## config.mk

```make
export PLATFORM = sky130hd
export DESIGN_NAME = tick_timer_flat
export DESIGN_NICKNAME = d
export VERILOG_FILES = /design/src/rtl/tick_timer_if.sv /design/src/rtl/tick_timer.sv /design/src/flat_wrapper.sv
export SDC_FILE = /design/constraint.sdc
export NUM_CORES = 1
export LEC_CHECK = 0
export CORE_MARGIN = 1
export CORE_UTILIZATION = 40
export CTS_CLUSTER_DIAMETER = 80
export CTS_CLUSTER_SIZE = 30
export DETAILED_ROUTE_END_ITERATION = 12
export PLACE_DENSITY = 0.6
export SLEW_MARGIN = 25
export SYNTH_ARGS = -nofsm -noshare
export SYNTH_HDL_FRONTEND = slang
export SYNTH_SLANG_ARGS = --single-unit
```

## constraint.sdc

```tcl
create_clock -name clock -period 5.1 [get_ports clock]
set_input_delay 1.02 -clock clock [delete_from_list [all_inputs] [get_ports clock]]
set_output_delay 1.02 -clock clock [all_outputs]
set_load 0.05 [all_outputs]
```

## src/rtl/tick_timer_if.sv

```systemverilog
// Control/status bundle for tick_timer: the master drives the controls, the slave
// (the timer) returns the tick, busy flag and counters.
interface tick_timer_if #(
  parameter int WIDTH = 32,
  parameter int CNT_W = 16
);
  logic             start;
  logic             stop;
  logic             mode;
  logic             period_load;
  logic [WIDTH-1:0] period_in;
  logic             tick;
  logic             busy;
  logic [WIDTH-1:0] count;
  logic [CNT_W-1:0] tick_count;

  modport master (
    output start, stop, mode, period_load, period_in,
    input  tick, busy, count, tick_count
  );

  modport slave (
    input  start, stop, mode, period_load, period_in,
    output tick, busy, count, tick_count
  );
endinterface

```

## src/rtl/tick_timer.sv

```systemverilog
// Programmable periodic/one-shot tick generator used as the LFU aging time base.
// Optional prescaler enabled by defining TICK_TIMER_PRESCALE_EN.
module tick_timer #(
  parameter int WIDTH          = 32,
  parameter int DEFAULT_PERIOD = 24999999,
  parameter int CNT_W          = 16,
  parameter int PRESCALE       = 1
) (
  input  logic         clock,
  input  logic         rst,
  tick_timer_if.slave  bus
);

  typedef enum logic [0:0] {
    IDLE = 1'b0,
    RUN  = 1'b1
  } state_e;

  function automatic logic [WIDTH-1:0] clamp_period(input logic [WIDTH-1:0] x);
    logic [WIDTH-1:0] r;
    if (x == {WIDTH{1'b0}}) begin
      r = WIDTH'(1);
    end else begin
      r = x;
    end
    return r;
  endfunction

  localparam logic [WIDTH-1:0] RST_PERIOD = clamp_period(WIDTH'(DEFAULT_PERIOD));

  state_e           state_q, state_d;
  logic [WIDTH-1:0] count_q, count_d;
  logic [WIDTH-1:0] p_active_q, p_active_d;
  logic [WIDTH-1:0] p_pending_q, p_pending_d;
  logic [CNT_W-1:0] tick_count_q, tick_count_d;
  logic             tick_q, tick_d;
  logic             mode_q, mode_d;
  logic             step_s;

`ifdef TICK_TIMER_PRESCALE_EN
  localparam int PRE_W = (PRESCALE > 1) ? $clog2(PRESCALE) : 1;
  logic [PRE_W-1:0] pre_q, pre_d;

  // Prescaler: counting advances only on the last prescaler phase.
  always_comb begin
    step_s = (pre_q == PRE_W'(PRESCALE - 1));
    if (bus.stop || bus.start) begin
      pre_d = {PRE_W{1'b0}};
    end else if (state_q == RUN) begin
      if (step_s) begin
        pre_d = {PRE_W{1'b0}};
      end else begin
        pre_d = pre_q + PRE_W'(1);
      end
    end else begin
      pre_d = {PRE_W{1'b0}};
    end
  end

  // Prescaler register.
  always_ff @(posedge clock) begin
    if (rst) begin
      pre_q <= {PRE_W{1'b0}};
    end else begin
      pre_q <= pre_d;
    end
  end
`else
  assign step_s = 1'b1;
`endif

  // Next-state logic; stop outranks start, start outranks counting.
  always_comb begin
    state_d      = state_q;
    count_d      = count_q;
    tick_d       = 1'b0;
    tick_count_d = tick_count_q;
    p_active_d   = p_active_q;
    mode_d       = mode_q;
    if (bus.period_load) begin
      p_pending_d = clamp_period(bus.period_in);
    end else begin
      p_pending_d = p_pending_q;
    end

    if (bus.stop) begin
      state_d = IDLE;
      count_d = {WIDTH{1'b0}};
    end else if (bus.start) begin
      state_d      = RUN;
      count_d      = {WIDTH{1'b0}};
      tick_count_d = {CNT_W{1'b0}};
      mode_d       = bus.mode;
      if (bus.period_load) begin
        p_active_d = clamp_period(bus.period_in);
      end else begin
        p_active_d = p_pending_q;
      end
    end else begin
      case (state_q)
        RUN: begin
          if (step_s) begin
            if (count_q == p_active_q - WIDTH'(1)) begin
              // Wrap: the pending period takes effect only here or on start.
              count_d    = {WIDTH{1'b0}};
              tick_d     = 1'b1;
              p_active_d = p_pending_q;
              if (tick_count_q != {CNT_W{1'b1}}) begin
                tick_count_d = tick_count_q + CNT_W'(1);
              end else begin
                tick_count_d = tick_count_q;
              end
              if (mode_q) begin
                state_d = IDLE;
              end else begin
                state_d = RUN;
              end
            end else begin
              count_d = count_q + WIDTH'(1);
            end
          end else begin
            count_d = count_q;
          end
        end
        IDLE: begin
          count_d = {WIDTH{1'b0}};
        end
        default: begin
          state_d = IDLE;
          count_d = {WIDTH{1'b0}};
        end
      endcase
    end
  end

  // State and datapath registers.
  always_ff @(posedge clock) begin
    if (rst) begin
      state_q      <= IDLE;
      count_q      <= {WIDTH{1'b0}};
      tick_q       <= 1'b0;
      tick_count_q <= {CNT_W{1'b0}};
      p_active_q   <= RST_PERIOD;
      p_pending_q  <= RST_PERIOD;
      mode_q       <= 1'b0;
    end else begin
      state_q      <= state_d;
      count_q      <= count_d;
      tick_q       <= tick_d;
      tick_count_q <= tick_count_d;
      p_active_q   <= p_active_d;
      p_pending_q  <= p_pending_d;
      mode_q       <= mode_d;
    end
  end

  assign bus.tick       = tick_q;
  assign bus.busy       = (state_q == RUN);
  assign bus.count      = count_q;
  assign bus.tick_count = tick_count_q;

endmodule

```

## src/flat_wrapper.sv

```systemverilog
// flat-port wrapper written by rule: the top's interface ports become plain ports
module tick_timer_flat 
#(
  parameter int WIDTH          = 32,
  parameter int DEFAULT_PERIOD = 24999999,
  parameter int CNT_W          = 16,
  parameter int PRESCALE       = 1
)
  (clock, rst, bus_start, bus_stop, bus_mode, bus_period_load, bus_period_in, bus_tick, bus_busy, bus_count, bus_tick_count);
  tick_timer_if #(.WIDTH(WIDTH), .CNT_W(CNT_W)) bus_i ();
  input  logic clock;
  input  logic rst;
  input wire logic [$bits(bus_i.start)-1:0] bus_start;
  input wire logic [$bits(bus_i.stop)-1:0] bus_stop;
  input wire logic [$bits(bus_i.mode)-1:0] bus_mode;
  input wire logic [$bits(bus_i.period_load)-1:0] bus_period_load;
  input wire logic [$bits(bus_i.period_in)-1:0] bus_period_in;
  output wire logic [$bits(bus_i.tick)-1:0] bus_tick;
  output wire logic [$bits(bus_i.busy)-1:0] bus_busy;
  output wire logic [$bits(bus_i.count)-1:0] bus_count;
  output wire logic [$bits(bus_i.tick_count)-1:0] bus_tick_count;
  assign bus_i.start = bus_start;
  assign bus_i.stop = bus_stop;
  assign bus_i.mode = bus_mode;
  assign bus_i.period_load = bus_period_load;
  assign bus_i.period_in = bus_period_in;
  assign bus_tick = bus_i.tick;
  assign bus_busy = bus_i.busy;
  assign bus_count = bus_i.count;
  assign bus_tick_count = bus_i.tick_count;
  tick_timer #(.WIDTH(WIDTH), .DEFAULT_PERIOD(DEFAULT_PERIOD), .CNT_W(CNT_W), .PRESCALE(PRESCALE)) u_core (.clock(clock), .rst(rst), .bus(bus_i));
endmodule
```

==> metrics.txt <==
combinational family with the most area after synthesis=simple AND/OR/NAND/NOR gates; Post-Route WL=16,000 µm; Synth Instances=723; HP Class=reg2reg; static leakage=2.79 nW; chip width=125 µm; via count=5,510; Post-Synth XOR/XNOR Area=0.0949; worst-skew pair later-pin latency=around 420 ps; # nets final=831; placed cells=955; GRT Residual Overflow=0; Cell Area, Placed=7070 µm²; CTS max path bufs=2; most common cell after layout, fill and taps aside=dfxtp_1; Max Fclk=roughly 0.23 GHz; CTS sink cnt=roughly 120; Final Power=0.00237 W; Initial Util=0.414; CP max FO=50; Die Y-Extent=125 µm; routability cong.=approximately 0.90; clock skew=~8.3 ps; Setup crit end kind=register; Synth Area in Compound Gates=0.118; port bufs=87; DR WL/cell=16.2 µm; max_cap viols=0; via-per-instance ratio=5.58; pwr dens=308 nW/µm²; Worst-path clk slew=60 ps; top post-synthesis cells by area=dfxtp_1, mux2i_1, nor2_1; post-route ant nets=0; multi-input logic area=3590 µm²; mapped cell area=6090 µm²; fill cell count=between 1k and 1.5k; Slew @ Worst Pin=764 ps; critical path class=reg2reg; max-slew violation count=0; Post-CTS Setup Repair Bufs=0; status=complete, but fails checks; average cell area after synthesis=8.42 µm²; n_diodes=0; most frequent cells in the layout=dfxtp_1, nor2_1, clkdlybuf4s50_1; total core area=14,700 µm²; crit path buf inv count=1; Core Util, Final=0.523; Fin Setup TNS=0 ps; Hold Violations, Final=0; H-tree depth=4; slowest CP cell=o41a_2; layout cell share with drive strength beyond 1=0.0822; mux share of post-synthesis cell area=0.105; vias in the first global route=5,140; # setup viols final=0; largest net degree at the start of global routing=52; post-synthesis simple-gate area fraction=0.262; share of the synthesized area in the top cell type=0.378; drt drc=5; fin crit share=0.871; post-route minimum period=4440 ps; Die Area=approximately 16,000 µm²; initial antenna violation count=0; Cell variety after synth=52; Inserted Clock Buffers=17; Seq/Total Area, Yosys=0.378; Post-synth EDFFs=0; Post-CTS Hold Buffers=0; kind of cell adding the most delay to the critical path=simple AND/OR/NAND/NOR gates; Async SR Flop Fraction=0; violated checks=design-rule violations; CTS resizes=0; CP required=roughly 5400 ps; I/O Pins=88; CP Cell Sequence=or4_1 -> or4_4 -> nor3_1 -> mux2_2 -> a31oi_1 -> o221ai_1 -> o41a_2 -> buf_4 -> o311ai_0; RSZ-0062 raised after global routing=no; Synth Net Count=between 700 and 800; iteration count of the initial detailed-routing pass=9; Ys Warns=0; fin cells=987; Critical Path Source Type=register; starting DRC count in detailed routing=361; DPL Wire Length=11,900 µm; root buf cell=clkbuf_16; fin area=7680 µm²; register area=2300 µm²; row cnt=44; Synth area leader=dfxtp_1; relative slew slack=0.486; IR drop worst, VDD=roughly 0.24 mV; CP Data Arrival Time=4750 ps; first-pass GRT wire length=26,400 µm; CTS tree=built; P&R area growth vs syn=26.2%; Top FF cell, synth=dfxtp_1; Adder-Cell Fraction of Synth Area=0.00617; Crit path largest cell delay=690 ps; Yosys reg bits=115; Total GRT Usage=0.211
-- report_power, final --
part           internal, W  switching (W)  leakage, nW
logic            0.0000882       0.000100         1.56
registers         0.000928      0.0000331        0.938
clock network     0.000771       0.000446        0.290
total              0.00179       0.000579         2.79
-- worst reg2reg max path: cells and delay by family, from the launching register on --
kind            cells  cell delay (ps)
compound gates      4             1560
buf+inv             1              390
flops               1              350
simple gates        3             1660
mux                 1              380
-- final timing paths --
| path | start | cells past startpoint | slack [ps] | endpoint |
|---|---|---|---|---|
| max | u_core.p_active_q[0] | 9 | 660 | u_core.p_active_q[2] |
| min | u_core.p_pending_q[19] | 2 | 470 | u_core.p_pending_q[19] |
| max reg2reg | u_core.p_active_q[0] | 9 | 660 | u_core.p_active_q[2] |
| min reg2reg | u_core.p_pending_q[19] | 2 | 470 | u_core.p_pending_q[19] |
-- per-layer routing --
metal  wire, µm  track usage  vias to the layer above  share of wire
li1           -            -                     2744              -
met1       8010        0.301                     2592           0.50
met2       6960        0.317                      163           0.44
met3        835       0.0394                       11          0.052
met4        170       0.0717                        0          0.011
met5          0            0                        -              0
-- registers in the layout, summed over array words and instances, names as in the netlist --
name,count
u_core.bus.tick,1
u_core.bus.count,32
u_core.bus.tick_count,16
u_core.bus.busy,1
u_core.p_pending_q,32
u_core.p_active_q,32
u_core.mode_q,1
-- cell families after synthesis --
group           count (synthesis)
compound gates                104
simple gates                  317
fa+ha+maj                       3
xor+xnor                       66
mux                            62
flops                         115
buf+inv                        56
-- metrics by stage --
step           worst slack, ps  hold WS, ps
4_1_cts                    638          474
2_1_floorplan             1290          442
3_3_place_gp               778          453
3_5_place_dp               640          458
6_report                   656          469
5_1_grt                    383          496
-- Yosys cell counts, types with 3 or more instances --
master    instances
nor3_1           19
nand2_1          60
mux2_2           15
and4_1            6
o311ai_0         20
nand2b_1          7
or2_2             4
xor2_1           33
xnor2_1          33
nand4_1          12
dfxtp_1         115
nand3_1          26
or4_1            17
nand4b_1          3
o21a_1            4
clkbuf_1         39
mux2i_1          47
nor2b_1           4
or3_1            13
nor2_1          103
inv_1             9
buf_2             5
ha_1              3
o31ai_1          10
nor4_1           17
o211ai_1          6
a21oi_1          31
buf_1             3
o21ai_0          13
and3_1           13
-- final cells by class --
| type | instances | area share |
|---|---|---|
| inverter | 9 | 0.00440 |
| tap | 184 | 0.0300 |
| clock inverter | 15 | 0.0234 |
| clock buffer | 17 | 0.0554 |
| multi-input combinational | 552 | 0.467 |
| timing repair buffer | 95 | 0.121 |
| sequential | 115 | 0.300 |
Note: power is estimated with default switching activity, not from simulation.
